[src/rtl/wb_stage.sv]
// Writeback stage: commits GPR/CSR/TLB side effects of the retiring
// instruction and resolves its exception into a single-cycle flush.
module wb_stage #(
  parameter int TLB_IDX_W = 4
) (
  input  logic                  clk,
  input  logic                  resetn,
  input  logic                  ms_to_ws_valid,
  output logic                  ws_allowin,
  input  logic [31:0]           ms_pc,
  input  logic                  ms_rf_we,
  input  logic [4:0]            ms_rf_waddr,
  input  logic [31:0]           ms_rf_wdata,
  input  logic [31:0]           ms_result,
  input  logic                  ms_csr_re,
  input  logic [86:0]           ms_ex_zip,
  input  logic [5+TLB_IDX_W:0]  ms2ws_tlb_zip,
  input  logic [7:0]            ms2ws_tlb_exc,
  input  logic [31:0]           csr_rvalue,
  output logic [13:0]           csr_num,
  output logic                  csr_we,
  output logic [31:0]           csr_wmask,
  output logic [31:0]           csr_wvalue,
  output logic                  rf_we,
  output logic [4:0]            rf_waddr,
  output logic [31:0]           rf_wdata,
  output logic                  wb_ex,
  output logic [5:0]            wb_ecode,
  output logic [8:0]            wb_esubcode,
  output logic [31:0]           wb_pc,
  output logic [31:0]           wb_vaddr,
  output logic                  wb_badv_we,
  output logic                  ertn_flush,
  output logic                  refetch_flush,
  output logic                  tlbsrch_we,
  output logic                  tlbsrch_hit,
  output logic [TLB_IDX_W-1:0]  tlbsrch_idx,
  output logic                  tlbrd_we,
  output logic                  tlbwr_we,
  output logic                  tlbfill_we,
  output logic [31:0]           debug_wb_pc,
  output logic [3:0]            debug_wb_rf_we,
  output logic [4:0]            debug_wb_rf_wnum,
  output logic [31:0]           debug_wb_rf_wdata
);

  localparam int TZ_W = 6 + TLB_IDX_W;

  logic            ws_valid_q, ws_valid_d;
  logic [31:0]     ws_pc_q, ws_pc_d;
  logic            ws_rf_we_q, ws_rf_we_d;
  logic [4:0]      ws_rf_waddr_q, ws_rf_waddr_d;
  logic [31:0]     ws_rf_wdata_q, ws_rf_wdata_d;
  logic [31:0]     ws_result_q, ws_result_d;
  logic            ws_csr_re_q, ws_csr_re_d;
  logic [86:0]     ws_ex_zip_q, ws_ex_zip_d;
  logic [TZ_W-1:0] ws_tlb_zip_q, ws_tlb_zip_d;
  logic [7:0]      ws_tlb_exc_q, ws_tlb_exc_d;

  logic ws_ready_go;
  logic flush;
  logic has_ex;

  logic        ws_csr_we;
  logic [31:0] ws_csr_wmask;
  logic [31:0] ws_csr_wvalue;
  logic [13:0] ws_csr_num;
  logic ex_ertn, ex_int, ex_adef, ex_sys;
  logic ex_brk, ex_ine, ex_ale, ex_adem;

  logic tz_refetch, tz_srch, tz_rd, tz_wr;
  logic tz_fill, tz_found;
  logic [TLB_IDX_W-1:0] tz_idx;

  logic e_itlbr, e_pif, e_ippi, e_dtlbr;
  logic e_pil, e_pis, e_dppi, e_pme;

  logic [5:0] ecode;
  logic [8:0] esubcode;
  logic       badv_cause;
  logic       fetch_addr;

  assign ws_ready_go = 1'b1;
  assign ws_allowin  = ~ws_valid_q | ws_ready_go;

  assign {ws_csr_we, ws_csr_wmask, ws_csr_wvalue,
          ws_csr_num} = ws_ex_zip_q[86:8];
  assign {ex_ertn, ex_int, ex_adef, ex_sys,
          ex_brk, ex_ine, ex_ale, ex_adem} = ws_ex_zip_q[7:0];
  assign {tz_refetch, tz_srch, tz_rd, tz_wr,
          tz_fill, tz_found, tz_idx} = ws_tlb_zip_q;
  assign {e_itlbr, e_pif, e_ippi, e_dtlbr,
          e_pil, e_pis, e_dppi, e_pme} = ws_tlb_exc_q;

  assign has_ex = (|ws_ex_zip_q[6:0]) | (|ws_tlb_exc_q);

  assign wb_ex         = ws_valid_q & has_ex;
  assign ertn_flush    = ws_valid_q & ex_ertn & ~has_ex;
  assign refetch_flush = ws_valid_q & tz_refetch
                       & ~has_ex & ~ex_ertn;
  assign flush = wb_ex | ertn_flush | refetch_flush;

  // Next-state: flush kills the slot; payload tracks accepted MEM data
  always_comb begin
    ws_valid_d    = ws_valid_q;
    ws_pc_d       = ws_pc_q;
    ws_rf_we_d    = ws_rf_we_q;
    ws_rf_waddr_d = ws_rf_waddr_q;
    ws_rf_wdata_d = ws_rf_wdata_q;
    ws_result_d   = ws_result_q;
    ws_csr_re_d   = ws_csr_re_q;
    ws_ex_zip_d   = ws_ex_zip_q;
    ws_tlb_zip_d  = ws_tlb_zip_q;
    ws_tlb_exc_d  = ws_tlb_exc_q;
    if (flush) begin
      ws_valid_d = 1'b0;
    end else if (ws_allowin) begin
      ws_valid_d = ms_to_ws_valid;
    end
    if (ms_to_ws_valid & ws_allowin) begin
      ws_pc_d       = ms_pc;
      ws_rf_we_d    = ms_rf_we;
      ws_rf_waddr_d = ms_rf_waddr;
      ws_rf_wdata_d = ms_rf_wdata;
      ws_result_d   = ms_result;
      ws_csr_re_d   = ms_csr_re;
      ws_ex_zip_d   = ms_ex_zip;
      ws_tlb_zip_d  = ms2ws_tlb_zip;
      ws_tlb_exc_d  = ms2ws_tlb_exc;
    end
  end

  // Stage registers with synchronous active-low reset
  always_ff @(posedge clk) begin
    if (!resetn) begin
      ws_valid_q    <= 1'b0;
      ws_pc_q       <= '0;
      ws_rf_we_q    <= 1'b0;
      ws_rf_waddr_q <= '0;
      ws_rf_wdata_q <= '0;
      ws_result_q   <= '0;
      ws_csr_re_q   <= 1'b0;
      ws_ex_zip_q   <= '0;
      ws_tlb_zip_q  <= '0;
      ws_tlb_exc_q  <= '0;
    end else begin
      ws_valid_q    <= ws_valid_d;
      ws_pc_q       <= ws_pc_d;
      ws_rf_we_q    <= ws_rf_we_d;
      ws_rf_waddr_q <= ws_rf_waddr_d;
      ws_rf_wdata_q <= ws_rf_wdata_d;
      ws_result_q   <= ws_result_d;
      ws_csr_re_q   <= ws_csr_re_d;
      ws_ex_zip_q   <= ws_ex_zip_d;
      ws_tlb_zip_q  <= ws_tlb_zip_d;
      ws_tlb_exc_q  <= ws_tlb_exc_d;
    end
  end

  // Exception priority encoder: first set cause wins
  always_comb begin
    ecode      = 6'h00;
    esubcode   = 9'h000;
    badv_cause = 1'b0;
    priority case (1'b1)
      ex_int:  ecode = 6'h00;
      ex_adef: begin ecode = 6'h08; badv_cause = 1'b1; end
      e_itlbr: begin ecode = 6'h3f; badv_cause = 1'b1; end
      e_pif:   begin ecode = 6'h03; badv_cause = 1'b1; end
      e_ippi:  begin ecode = 6'h07; badv_cause = 1'b1; end
      ex_ine:  ecode = 6'h0d;
      ex_sys:  ecode = 6'h0b;
      ex_brk:  ecode = 6'h0c;
      ex_ale:  begin ecode = 6'h09; badv_cause = 1'b1; end
      ex_adem: begin
        ecode      = 6'h08;
        esubcode   = 9'h001;
        badv_cause = 1'b1;
      end
      e_dtlbr: begin ecode = 6'h3f; badv_cause = 1'b1; end
      e_pil:   begin ecode = 6'h01; badv_cause = 1'b1; end
      e_pis:   begin ecode = 6'h02; badv_cause = 1'b1; end
      e_dppi:  begin ecode = 6'h07; badv_cause = 1'b1; end
      e_pme:   begin ecode = 6'h04; badv_cause = 1'b1; end
      default: ;
    endcase
  end

  assign fetch_addr  = ex_adef | e_itlbr | e_pif | e_ippi;
  assign wb_ecode    = ecode;
  assign wb_esubcode = esubcode;
  assign wb_pc       = ws_pc_q;
  assign wb_vaddr    = fetch_addr ? ws_pc_q : ws_result_q;
  assign wb_badv_we  = wb_ex & badv_cause;

  assign rf_we    = ws_valid_q & ws_rf_we_q & ~wb_ex;
  assign rf_waddr = ws_rf_waddr_q;
  assign rf_wdata = ws_csr_re_q ? csr_rvalue : ws_rf_wdata_q;

  assign csr_num    = ws_csr_num;
  assign csr_we     = ws_valid_q & ws_csr_we & ~wb_ex;
  assign csr_wmask  = ws_csr_wmask;
  assign csr_wvalue = ws_csr_wvalue;

  assign tlbsrch_we  = ws_valid_q & tz_srch & ~wb_ex;
  assign tlbrd_we    = ws_valid_q & tz_rd & ~wb_ex;
  assign tlbwr_we    = ws_valid_q & tz_wr & ~wb_ex;
  assign tlbfill_we  = ws_valid_q & tz_fill & ~wb_ex;
  assign tlbsrch_hit = tz_found;
  assign tlbsrch_idx = tz_idx;

  assign debug_wb_pc       = ws_pc_q;
  assign debug_wb_rf_we    = {4{rf_we}};
  assign debug_wb_rf_wnum  = rf_waddr;
  assign debug_wb_rf_wdata = rf_wdata;

endmodule

[config.mk]
export PLATFORM = sky130hd
export DESIGN_NAME = wb_stage
export DESIGN_NICKNAME = d
export VERILOG_FILES = /design/src/rtl/wb_stage.sv
export SDC_FILE = /design/constraint.sdc
export NUM_CORES = 1
export LEC_CHECK = 0
export CAP_MARGIN = 20
export CORE_AREA = 2 2 204 206
export CTS_BUF_LIST = sky130_fd_sc_hd__clkbuf_8
export DETAILED_ROUTE_END_ITERATION = 16
export DIE_AREA = 0 0 206 208
export PLACE_DENSITY_LB_ADDON = 0.3
export SYNTH_ARGS = -nofsm -noshare
export SYNTH_HDL_FRONTEND = slang
export SYNTH_SLANG_ARGS = --single-unit
[constraint.sdc]
create_clock -name clk -period 1.95 [get_ports clk]
set_input_delay 0.195 -clock clk [delete_from_list [all_inputs] [get_ports clk]]
set_output_delay 0.195 -clock clk [all_outputs]
set_load 0.005 [all_outputs]
Word level (Yosys, flattened, before mapping)
Cells that the tools add are included.
- word-level logic and storage cells: 84
- bits of input ports: 243
- latch bits: 0
- output and inout port bits: 283
- bits in read-only memories: 0
- RAM bits: 0
- memories kept: 0
- bits in registers: 209
- bitwise gates (word level): 29
- $mul: 0
- multiplexer cells: 42
- equality and inequality tests: 0
- div/mod/pow operators: 0
- shift-type cells: 0
- reductions and logical operators: 3
- add/sub/neg operators: 0
- order comparisons: 0
- operator list (operator ; count):
    $mux W6 ; 11
    $mux W32 ; 2
    $mux W1 ; 25
    $and A1 B1 Y1 ; 19
    $mux W3 ; 4
    $reduce_or A8 Y1 ; 1
    $reduce_or A7 Y1 ; 1
    $or A1 B1 Y1 ; 6
    $not A1 Y1 ; 4
    $reduce_or A2 Y1 ; 1

Logic depth before layout (Yosys ltp)
- depth after elaboration: 16
- gate-level depth with buffers: 5
- depth with buffers taken out: 4

Least setup slack after synthesis
No wires, ideal clock.
- path type: register -> output
- start point: reg ws_tlb_exc_q[7]
- end point: out debug_wb_rf_we[0]
- data required time: 1.755 ns
- path buffers: 1
- arrival time: 1.596 ns
- stages on the path, launching flop included: 6
- path slack: 0.159 ns
- cells stage by stage: dfxtp_1 or3_4 nor4b_4 and3_4 and2_1 buf_4
- word-level cells in the longest chain between the ends: 5
- RTL lines (what ; line ; text):
    from (decl) ; 58 ; logic [7:0] ws_tlb_exc_q, ws_tlb_exc_d;
    from (signal assigned) ; 156 ; ws_tlb_exc_q <= ws_tlb_exc_d;
    $reduce_or A8 Y1 ; 95 ; assign has_ex = (|ws_ex_zip_q[6:0]) | (|ws_tlb_exc_q);
    $or A1 B1 Y1 ; 95 ;
    $and A1 B1 Y1 ; 97 ; assign wb_ex = ws_valid_q & has_ex;
    $not A1 Y1 ; 196 ; assign rf_we = ws_valid_q & ws_rf_we_q & ~wb_ex;
    $and A1 B1 Y1 ; 196 ;
    to (decl) ; 42 ; output logic [3:0] debug_wb_rf_we,
No other way between the ends.

Worst setup path in the final report
- start point: reg ws_tlb_exc_q[5]
- end point: out wb_vaddr[7]
- word-level cells in the longest chain between the ends: 2
- RTL lines (what ; line ; text):
    $or A1 B1 Y1 ; 189 ; assign fetch_addr = ex_adef | e_itlbr | e_pif | e_ippi;
    $mux W32 ; 193 ; assign wb_vaddr = fetch_addr ? ws_pc_q : ws_result_q;
    to (decl) ; 31 ; output logic [31:0] wb_vaddr,
No other way between the ends.

==> metrics.log <==
INFO  metric status = complete, but fails checks
INFO  metric violations = negative setup slack
INFO  metric power.share.clock = 0.360
INFO  metric die_area = 42800 µm²
INFO  metric clk_latency = about 0.57 ns
INFO  metric flow.area_growth_from_synthesis = 61.3%
INFO  metric std_cell_rows = 74
INFO  metric grt_max_degree = between 100 and 150
INFO  metric crit_path_largest_cell_delay = 0.40 ns
INFO  metric clkSlewWorstSetupHoldPaths = 0.07 ns
INFO  metric final_common_cell = clkdlybuf4s50_1
INFO  metric report.final.setup_viol = 56
INFO  metric core-area = between 40000 and 50000 µm²
INFO  metric layout_worst_path_cycle_share = 1.37
INFO  metric seqPwrFrac = 0.409
INFO  metric fin_ws = -0.720 ns
INFO  metric grt_setup_unrepaired = true
INFO  metric synth_largest_type_area_fraction = 0.414
INFO  metric dieWidth = 206 µm
INFO  metric max-clock-path-buffers = 3
INFO  metric netlist_instances = 960
INFO  metric detail-route-antenna-nets = 0
INFO  metric maxUsedRoutingLayer = met4
INFO  metric power.share.switching = 0.260
INFO  metric met3_length = about 2200 µm
INFO  metric synth.cell_area = ~10000 µm²
INFO  metric power.ir.vdd_worst = about 0.47 mV
INFO  metric fin_nets = between 1500 and 2000
INFO  metric cts.sink_count = approximately 210
INFO  metric hold_violations = 0
INFO  metric worst_hold_path.num_cells = 3
INFO  metric p_per_area = around 710 nW/µm²
INFO  metric timing.hold.worst.class = in2reg
INFO  metric reg2regPathDepth = 6
INFO  metric power.leakage = about 7.1 nW
INFO  metric internal_power = around 0.0086 W
INFO  metric comb_power_share = 0.231
INFO  metric worst_path_max_delay_cell = or3_4
INFO  metric p_sw = ~0.0030 W
INFO  metric die_height = around 210 µm
INFO  metric final_max_slew_viol_count = 0
INFO  metric number_of_antenna_violations_at_the_first_check_in_global_routing = 1
INFO  metric firstDrtPassIters = 4
INFO  metric critical_path.endpoint_type = output pin
INFO  metric synth_warnings = 0
INFO  metric worst_clock_skew = between 0.01 and 0.015 ns
INFO  metric critPathArrivalTime = roughly 2.5 ns
INFO  metric worst-endpoint-required = between 1.5 and 2 ns
INFO  metric fin_total_pwr = ~0.012 W
INFO  metric post_drt_via_cell_ratio = around 4.0
INFO  metric synthTopCellsByArea = dfxtp_1, mux2i_1, nor2b_1
INFO  metric dp.final_hpwl = approximately 25000 µm
INFO  metric groute.usage.overall = 0.152
INFO  metric routed_length_on_met1 = approximately 14000 µm
INFO  metric layout.cells.most_common_list = clkdlybuf4s50_1, mux2i_1, nor2b_1
INFO  metric post-place-cells = between 1500 and 2000
INFO  metric overall_overflow_remaining_after_global_route = 0
INFO  metric first_iter_violations = between 200 and 250
INFO  metric netlist-cell-type-count = 34
INFO  metric cts_inserted_buffers = 40
INFO  metric place_congestion = around 0.8
INFO  metric crit-reg2reg-launch = ws_tlb_exc_q[5]
INFO  metric critical_path.reg2reg.endpoint = ws_valid_q
INFO  metric max_clock_freq = between 0.3 and 0.4 GHz
INFO  metric stdcell_count = between 1500 and 2000
INFO  metric finalWorstPathRequiredPeriod = approximately 2.7 ns
INFO  metric ioPinCount = 526
INFO  metric worst-setup-path-type = reg2out
INFO  metric r2r_setup_slack = between 0.4 and 0.5 ns
INFO  metric seq_area_frac_synth = 0.414
INFO  metric detail_route.wl_per_cell = between 15 and 20 µm
INFO  metric synth_seq_cells = between 200 and 250
INFO  metric share_of_post_route_cells_with_drive_strength_above_1 = 0.246
INFO  metric cp_max_fo = 8
INFO  metric wire_length_of_the_first_global_routing_pass = roughly 49000 µm
INFO  metric first_global_vias = roughly 8000
INFO  metric yosysTopAreaCell = dfxtp_1
INFO  metric holdPathEnd = ws_valid_q
INFO  metric buffer_ports.inserted = roughly 520
INFO  metric detailroute.wirelength.met2 = 17600 µm
INFO  metric cts_htree_levels = 2
INFO  metric totalWireLength = 35000 µm
INFO  metric startpoint_type = register
INFO  metric drc = 0
INFO  metric tritoncts_clock_tree = built
INFO  metric critical_path.most_common_cell = buf_6
INFO  metric cts_root_buf = clkbuf_8
INFO  metric avgSynthCellArea = 10.5 µm²
INFO  metric cap_violations = 0
INFO  metric initial_core_util = 0.249
INFO  metric crit_chain = or3_4 > buf_6 > nor2_4 > buf_12 > buf_8 > clkbuf_16 > mux2_4 > buf_6
INFO  metric timing.hold.worst.start = ms_to_ws_valid
INFO  metric vias = 7898
[worst max path at each step]
stage | start | endpoint
4_1_cts | ws_tlb_exc_q[7] | wb_vaddr[13]
3_3_place_gp | ws_tlb_exc_q[7] | tlbrd_we
5_1_grt | ws_tlb_exc_q[5] | wb_vaddr[7]
6_report | ws_tlb_exc_q[5] | wb_vaddr[7]
2_1_floorplan | ws_tlb_exc_q[7] | debug_wb_rf_we[0]
3_5_place_dp | ws_tlb_exc_q[7] | debug_wb_rf_we[1]
[registers in the layout, summed over array words and instances (netlist names)]
signal	cells
debug_wb_pc	32
debug_wb_rf_wnum	5
ws_csr_re_q	1
ws_ex_zip_q	87
ws_result_q	32
ws_rf_wdata_q	32
ws_rf_we_q	1
ws_tlb_exc_q	8
ws_tlb_zip_q	10
ws_valid_q	1
[metal layers]
layer  track usage  vias up
met1         0.174     3649
met3        0.0338       69
met5             0        -
met4        0.0640        0
li1              -     3888
met2         0.268      292
[metrics by stage]
step	setup slack, ns	TNS (ns)	cell area, µm²	hold WS [ns]	util
detailed placement	-0.407	-13.01	14900	0.503	0.367
global route	-0.801	-35.04	16300	0.0731	0.402
global placement	-0.378	-12.61	14900	0.494	0.367
finish	-0.720	-29.60	16300	0.0869	0.402
CTS	-0.905	-39.43	16000	0.0201	0.393
floorplan	0.159	0	10100	0.364	-
[synth_stat cells]
master,n
buf_1,1
a211o_1,1
and3_4,1
inv_1,1
or3_4,1
buf_4,168
a211oi_1,2
nand4_1,1
o41ai_1,1
mux2_2,59
a221oi_1,1
or3_1,1
nand2b_1,1
conb_1,2
nor3_1,5
nor2_1,9
a311oi_1,1
mux2_1,5
nor2_4,1
and2_1,8
and3_1,1
clkbuf_1,28
and3b_1,3
buf_2,21
mux2i_1,208
nand2_1,3
dfxtp_1,209
or2_2,1
nor2b_1,208
nor4b_4,1
o21bai_1,2
o21ai_0,1
a21oi_1,3
o22ai_1,1
[power by group through the flow]
stage	Combinational, W	Sequential (W)	Clock (W)
floorplan	0.00117	0.00475	0
global placement	0.00238	0.00480	0
detailed placement	0.00240	0.00480	0
CTS	0.00246	0.00472	0.00438
global route	0.00285	0.00475	0.00456
finish	0.00267	0.00473	0.00415
[final cells by class]
type	instances	area, µm²
Antenna cell	1	2.50
Clock buffer	46	633
Clock inverter	23	121
Fill cell	3979	24300
Inverter	1	3.75
Multi-Input combinational cell	539	4790
Sequential cell	209	4200
Tap cell	532	666
Timing Repair Buffer	606	5880
[kinds of logic after synthesis]
logic type,synth area share
AOI/OAI and AO/OA,0.00904
DFF,0.414
and+or+nand+nor,0.152
other,0.000743
buffers and inverters,0.146
muxes,0.277
[critical path, delay by kind of cell (launching register included)]
kind,cells,cell delay [ns]
simple gates,2,0.53
mux,1,0.31
flops,1,0.32
buf+inv,5,0.72
[what timing repair did]
| item | in CTS | in global routing |
|---|---|---|
| gates cloned | 4 | 3 |
| endpoints found under the hold margin | 12 | 0 |
| pin swaps | 14 | 15 |
| hold buffers | 1 | 0 |
| buffers inserted | 32 | 22 |
| gates resized for setup | 404 | 205 |
| endpoints found under the setup margin | 117 | 104 |
(Power assumes the default switching activity.)
